**src/rtl/qam_bit_mapper_interp.sv**
```systemverilog
// Serial bit stream -> Gray-mapped square-QAM I/Q levels, zero-stuffed by OSR for an RRC interpolator.
// Optional build macro DIFF_QUAD_EN: differential encoding of the per-axis sign bits.
module qam_bit_mapper_interp #(
    parameter int BITS_PER_SYM = 4,
    parameter int OSR          = 16,
    parameter int SAMPLE_W     = 5
) (
    input  logic                       CLK,
    input  logic                       RST_N,
    input  logic                       bit_in,
    input  logic                       bit_valid,
    output logic                       bit_ready,
    output logic signed [SAMPLE_W-1:0] sam_i,
    output logic signed [SAMPLE_W-1:0] sam_q,
    output logic                       sam_valid,
    input  logic                       sam_ready,
    output logic                       sym_strobe,
    output logic                       underrun
);

    localparam int M     = BITS_PER_SYM / 2;
    localparam int CNT_W = $clog2(BITS_PER_SYM + 1);
    localparam int PH_W  = (OSR > 1) ? $clog2(OSR) : 1;
    localparam logic [CNT_W-1:0] CNT_FULL = CNT_W'(BITS_PER_SYM);
    localparam logic [PH_W-1:0]  PH_LAST  = PH_W'(OSR - 1);

    typedef enum logic {IDLE = 1'b0, EMIT = 1'b1} state_t;

    // Gray-coded axis bits (MSB first) -> odd amplitude level 2n-(2^M-1).
    function automatic logic signed [SAMPLE_W-1:0] gray_to_level(input logic [M-1:0] g);
        logic [M-1:0] n;
        int           lvl;
        n[M-1] = g[M-1];
        for (int k = M - 2; k >= 0; k--) n[k] = n[k+1] ^ g[k];
        lvl = 2 * int'(n) - ((1 << M) - 1);
        return lvl[SAMPLE_W-1:0];
    endfunction

    logic [BITS_PER_SYM-1:0]    coll_p0;
    logic [CNT_W-1:0]           cnt_p0;
    logic [BITS_PER_SYM-1:0]    tx_bits_p0;
    logic [M-1:0]               gi_p0;
    logic [M-1:0]               gq_p0;
    logic signed [SAMPLE_W-1:0] map_i_p0;
    logic signed [SAMPLE_W-1:0] map_q_p0;
    logic                       full_p0;
    logic                       accept;
    logic                       pf_wr;
    logic                       load_act;

    logic signed [SAMPLE_W-1:0] pf_i_p1;
    logic signed [SAMPLE_W-1:0] pf_q_p1;
    logic                       vld_p1;

    logic signed [SAMPLE_W-1:0] act_i_p2;
    logic signed [SAMPLE_W-1:0] act_q_p2;
    logic [PH_W-1:0]            phase_p2;
    logic [PH_W-1:0]            phase_nxt;
    state_t                     state;
    state_t                     state_nxt;
    logic                       und_r;
    logic                       und_nxt;

    assign full_p0   = (cnt_p0 == CNT_FULL);
    assign bit_ready = !(full_p0 && vld_p1);
    assign accept    = bit_valid && bit_ready;
    assign pf_wr     = full_p0 && (!vld_p1 || load_act);
    assign underrun  = und_r;

    // ---- stage p0: bit collection and symbol mapping ----
`ifdef DIFF_QUAD_EN
    logic prev_si;
    logic prev_sq;

    always_comb begin
        tx_bits_p0    = coll_p0;
        tx_bits_p0[0] = coll_p0[0] ^ prev_si;
        tx_bits_p0[M] = coll_p0[M] ^ prev_sq;
    end

    always_ff @(posedge CLK or negedge RST_N) begin
        if (!RST_N) begin
            prev_si <= 1'b0;
            prev_sq <= 1'b0;
        end else if (pf_wr) begin
            prev_si <= tx_bits_p0[0];
            prev_sq <= tx_bits_p0[M];
        end
    end
`else
    assign tx_bits_p0 = coll_p0;
`endif

    always_comb begin
        gi_p0 = '0;
        gq_p0 = '0;
        for (int j = 0; j < M; j++) begin
            gi_p0[M-1-j] = tx_bits_p0[j];
            gq_p0[M-1-j] = tx_bits_p0[M+j];
        end
    end

    assign map_i_p0 = gray_to_level(gi_p0);
    assign map_q_p0 = gray_to_level(gq_p0);

    // A full register hands off and may take the first bit of the next symbol in the same cycle.
    always_ff @(posedge CLK or negedge RST_N) begin
        if (!RST_N) begin
            coll_p0 <= '0;
            cnt_p0  <= '0;
        end else if (pf_wr) begin
            coll_p0 <= accept ? BITS_PER_SYM'(bit_in) : '0;
            cnt_p0  <= accept ? CNT_W'(1) : '0;
        end else if (accept) begin
            coll_p0 <= coll_p0 | (BITS_PER_SYM'(bit_in) << cnt_p0);
            cnt_p0  <= cnt_p0 + CNT_W'(1);
        end
    end

    // ---- stage p1: one-symbol prefetch buffer ----
    always_ff @(posedge CLK or negedge RST_N) begin
        if (!RST_N) begin
            pf_i_p1 <= '0;
            pf_q_p1 <= '0;
            vld_p1  <= 1'b0;
        end else if (pf_wr) begin
            pf_i_p1 <= map_i_p0;
            pf_q_p1 <= map_q_p0;
            vld_p1  <= 1'b1;
        end else if (load_act) begin
            vld_p1  <= 1'b0;
        end
    end

    // ---- stage p2: active symbol and zero-stuffing FSM ----
    always_ff @(posedge CLK or negedge RST_N) begin
        if (!RST_N) begin
            state    <= IDLE;
            phase_p2 <= '0;
            und_r    <= 1'b0;
            act_i_p2 <= '0;
            act_q_p2 <= '0;
        end else begin
            state    <= state_nxt;
            phase_p2 <= phase_nxt;
            und_r    <= und_nxt;
            if (load_act) begin
                act_i_p2 <= pf_i_p1;
                act_q_p2 <= pf_q_p1;
            end
        end
    end

    always_comb begin
        state_nxt  = state;
        phase_nxt  = phase_p2;
        load_act   = 1'b0;
        und_nxt    = 1'b0;
        sam_valid  = 1'b0;
        sym_strobe = 1'b0;
        sam_i      = '0;
        sam_q      = '0;
        case (state)
            IDLE: begin
                if (vld_p1) begin
                    load_act  = 1'b1;
                    phase_nxt = '0;
                    state_nxt = EMIT;
                end
            end
            EMIT: begin
                sam_valid = 1'b1;
                if (phase_p2 == '0) begin
                    sym_strobe = 1'b1;
                    sam_i      = act_i_p2;
                    sam_q      = act_q_p2;
                end
                if (sam_ready) begin
                    if (phase_p2 == PH_LAST) begin
                        phase_nxt = '0;
                        if (vld_p1) begin
                            load_act = 1'b1;
                        end else begin
                            state_nxt = IDLE;
                            und_nxt   = 1'b1;
                        end
                    end else begin
                        phase_nxt = phase_p2 + PH_W'(1);
                    end
                end
            end
            default: state_nxt = IDLE;
        endcase
    end

endmodule

```
**config.mk**
```make
export PLATFORM = sky130hd
export DESIGN_NAME = qam_bit_mapper_interp
export DESIGN_NICKNAME = d
export VERILOG_FILES = /design/src/rtl/qam_bit_mapper_interp.sv
export SDC_FILE = /design/constraint.sdc
export NUM_CORES = 1
export LEC_CHECK = 0
export CORE_AREA = 4 4 84 70
export DETAILED_ROUTE_END_ITERATION = 12
export DIE_AREA = 0 0 88 74
export GPL_ROUTABILITY_DRIVEN = 0
export GPL_TIMING_DRIVEN = 0
export MAX_ROUTING_LAYER = met4
export PLACE_DENSITY = 0.53
export RECOVER_POWER = 25
export SLEW_MARGIN = 20
export SYNTH_ARGS = -nofsm -noshare
export SYNTH_HDL_FRONTEND = slang
export SYNTH_SLANG_ARGS = --single-unit
```
**constraint.sdc**
```tcl
create_clock -name CLK -period 2.3 [get_ports CLK]
set_clock_uncertainty 0.2 [all_clocks]
set_input_delay 0.69 -clock CLK [delete_from_list [all_inputs] [get_ports CLK]]
set_output_delay 0.69 -clock CLK [all_outputs]
set_load 0.02 [all_outputs]
```
==> flow_metrics.py <==
metrics = {
    "final_layout": {
        "drive_gt1_share_pct": 33.8,
        "final_common_cell": "dfrtp_1",
        "num-nets-final": 149,
        "final_cell_area_um2": 1620,
        "most-common-layout-cells": "dfrtp_1 (23), buf_6 (10), buf_4 (9), inv_1 (7), nand2_1 (7)",
        "nFillCells": 508,
        "num_antenna_cells": 0,
        "area_growth_pct": 31.5,
    },
    "run": {
        "cap_violations": 0,
    },
    "floorplan": {
        "ioPinCount": 19,
        "die_w_um": 88,
        "start_util_pct": 24.8,
        "num_rows": 23,
        "die_height_um": 74,
        "placeableCoreArea_um2": 4980,
        "die_area_um2": 6510,
    },
    "route": {
        "wl_um": 2370,
        "wl_met1_um": 1100,
        "wl_met2_um": 1170,
        "drc": 0,
        "viasPerCell": 4.37,
        "vias": 879,
        "route.met3.wl_um": 74,
        "drt_iter0_drc": 48,
        "highest_layer": "met4",
        "avgRoutedWirePerCell_um": 11.8,
        "ant_nets": 0,
        "drt_first_pass_iters": 4,
    },
    "placement": {
        "hpwl_um": 1720,
        "pre_cts_slack_ns": -0.433,
        "port-buffer-count": 18,
        "dpl_cell_area_um2": 1490,
    },
    "setup_path": {
        "path_class": "flip-flop to output port",
        "timing.rr.end": "act_i_p2[1]$_DFFE_PN0P_",
        "r2r-start": "phase_p2[0]$_DFFE_PN0P_",
        "required_ns": 1.41,
        "cp-start-kind": "flip-flop",
        "worst_setup_path_end_kind": "output port",
        "arrival_ns": 1.52,
        "reg2reg_slack_ns": 0.29,
        "path_max_fanout": 6,
        "reg2reg_depth": 6,
    },
    "clock_network": {
        "clock_latency_ns": 0.26,
        "cts_tree": "yes",
        "root_buffer": "clkbuf_8",
        "cts_made_buffers": 3,
        "clk_pin_slew_ns": 0.08,
        "clock-sinks": 24,
        "clk_path_buf_depth": 2,
        "htreeDepth": 1,
    },
    "sta": {
        "timing.fmax_mhz": 414,
        "holdWs_ns": 0.272,
        "hold_viol": 0,
        "finalWorstSetupSlack_ns": -0.113,
        "max_slew_margin_pct": 13.6,
        "setup_viol": 14,
        "fin_crit_ns": 2.41,
        "final_max_slew_viol_count": 0,
        "post-route-period-util_pct": 105,
        "worstMarginPinSlew_ns": 1.30,
        "rsz0062_at_grt": "yes",
    },
    "synth": {
        "synth-compound-area-share_pct": 12.4,
        "syn_area_um2": 1230,
        "synth-xor-area-share_pct": 2.13,
        "muxShareOfSynthArea_pct": 9.43,
        "synth-simple-area-share_pct": 16.8,
        "synth-adder-area-share_pct": 4.06,
        "synth.top_cells.by_area": "dfrtp_1 (49%), mux2_2 (4.6%), ha_1 (4.1%)",
        "synthesis.nets": 120,
        "synth_top_area_share_pct": 48.7,
        "yosysUniqueCellTypes": 39,
        "synth_top_flop_cell": "dfrtp_1",
        "yosys_warnings": 0,
        "syn_inst": 111,
        "ys_seq_elements": 24,
        "async_reset_ff_share_pct": 100,
        "synth_top_area_cell": "dfrtp_1",
        "synth_edf_count": 0,
        "avgSynthCellArea_um2": 11.1,
        "synth_top_family_by_area": "simple AND/OR/NAND/NOR gates",
        "yosysSeqAreaShare_pct": 48.7,
    },
    "min_path": {
        "hold_depth": 1,
        "hp-start": "pf_i_p1[0]$_DFFE_PN0P_",
        "min_path_type": "flip-flop to flip-flop",
        "hold_path_end": "pf_i_p1[0]$_DFFE_PN0P_",
    },
    "status": {
        "run_status": "finished, violations left",
        "violations": "negative setup slack",
    },
    "grt": {
        "grt_max_degree": 25,
        "grt_overflow": 0,
        "grt_antenna_before_repair": 0,
        "grt_pass1_wl_um": 4130,
        "grt_pass1_vias": 930,
        "groute.usage.overall_pct": 8.25,
    },
    "power": {
        "leakagePower_nw": 0.702,
        "power_density_nw_per_um2": 1130,
        "p_total_w": 0.00183,
        "peakVddDrop_mv": 0.461,
    },
}
[through the flow]
stage	instances	TNS (ns)	utilization (%)
finish	201	-0.817	32.6
floorplan	111	0	-
global route	201	-1.92	32.6
detailed placement	191	-6.82	30.0
CTS	199	-1.21	31.4
global placement	191	-5.96	30.0
[sequential cells by signal, summed over array words and instances (netlist names)]
| name | cells |
|---|---|
| vld_p1 | 1 |
| cnt_p0 | 3 |
| coll_p0 | 4 |
| state | 1 |
| pf_i_p1 | 3 |
| underrun | 1 |
| pf_q_p1 | 2 |
| act_q_p2 | 2 |
| act_i_p2 | 3 |
| phase_p2 | 4 |
[how the worst max path moves through the flow]
stage                            startpoint       end  slack (ns)  cells past startpoint
floorplan           phase_p2[0]$_DFFE_PN0P_  sam_i[3]        0.02                      5
global placement    phase_p2[0]$_DFFE_PN0P_  sam_q[3]       -0.38                      6
detailed placement  phase_p2[0]$_DFFE_PN0P_  sam_q[3]       -0.43                      6
CTS                 phase_p2[0]$_DFFE_PN0P_  sam_i[3]       -0.15                      6
global route        phase_p2[0]$_DFFE_PN0P_  sam_i[3]       -0.19                      6
finish              phase_p2[1]$_DFFE_PN0P_  sam_q[3]       -0.11                      6
[power breakdown]
group / total, W / leakage, nW / internal, W / switching (W)
Sequential: 0.000705 / 0.270 / 0.000577 / 0.000128
Combinational: 0.000879 / 0.409 / 0.000476 / 0.000403
Clock: 0.000250 / 0.0228 / 0.000123 / 0.000126
[synth_stat cells (2+ instances only)]
cell type,instances
dfrtp_1,24
inv_1,9
nand2_1,7
and2_1,6
a21oi_1,5
buf_4,5
mux2_2,5
ha_1,4
nand3_1,4
nor2_1,4
mux2i_1,3
nor3_1,3
o21ai_0,3
a21o_1,2
mux2_4,2
xor2_1,2
[critical path, stage by stage, from the launching register on]
cell,delay (ns)
dfrtp_1,0.39
inv_1,0.07
ha_2,0.17
and4bb_4,0.28
and2_4,0.16
buf_4,0.10
buf_6,0.10
[cell families (layout without fill, tap and decap cells)]
family,Yosys count,after routing
muxes,10,10
AOI/OAI and AO/OA,20,20
buffers and inverters,16,44
xor gates and xnor gates,3,3
DFF,24,24
and+or+nand+nor,34,34
adders and majority gates,4,4
[what timing repair did]
action                                  in CTS  in global routing
hold buffers                                 0                  0
endpoints found under the setup margin      14                 19
resized for setup                           64                 12
buffers inserted                             4                  2
pin swaps                                    5                  3
[per-layer routing]
| layer | GRT usage, % | vias up |
|---|---|---|
| li1 | - | 437 |
| met3 | 0.997 | 2 |
| met1 | 10.1 | 426 |
| met4 | 3.07 | 0 |
| met5 | - | - |
| met2 | 14.0 | 14 |
[layout make-up]
| class | count | area [um2] | share of cell area (%) |
|---|---|---|---|
| sequential | 24 | 602 | 37.1 |
| inverter | 9 | 33.8 | 2.08 |
| buffer | 7 | 61.3 | 3.78 |
| timing repair buffer | 24 | 224 | 13.8 |
| clock buffer | 4 | 45.0 | 2.78 |
| multi-input combinational | 71 | 579 | 35.7 |
| tap | 62 | 77.6 | 4.78 |
Note: power is estimated with default switching activity, not from simulation.
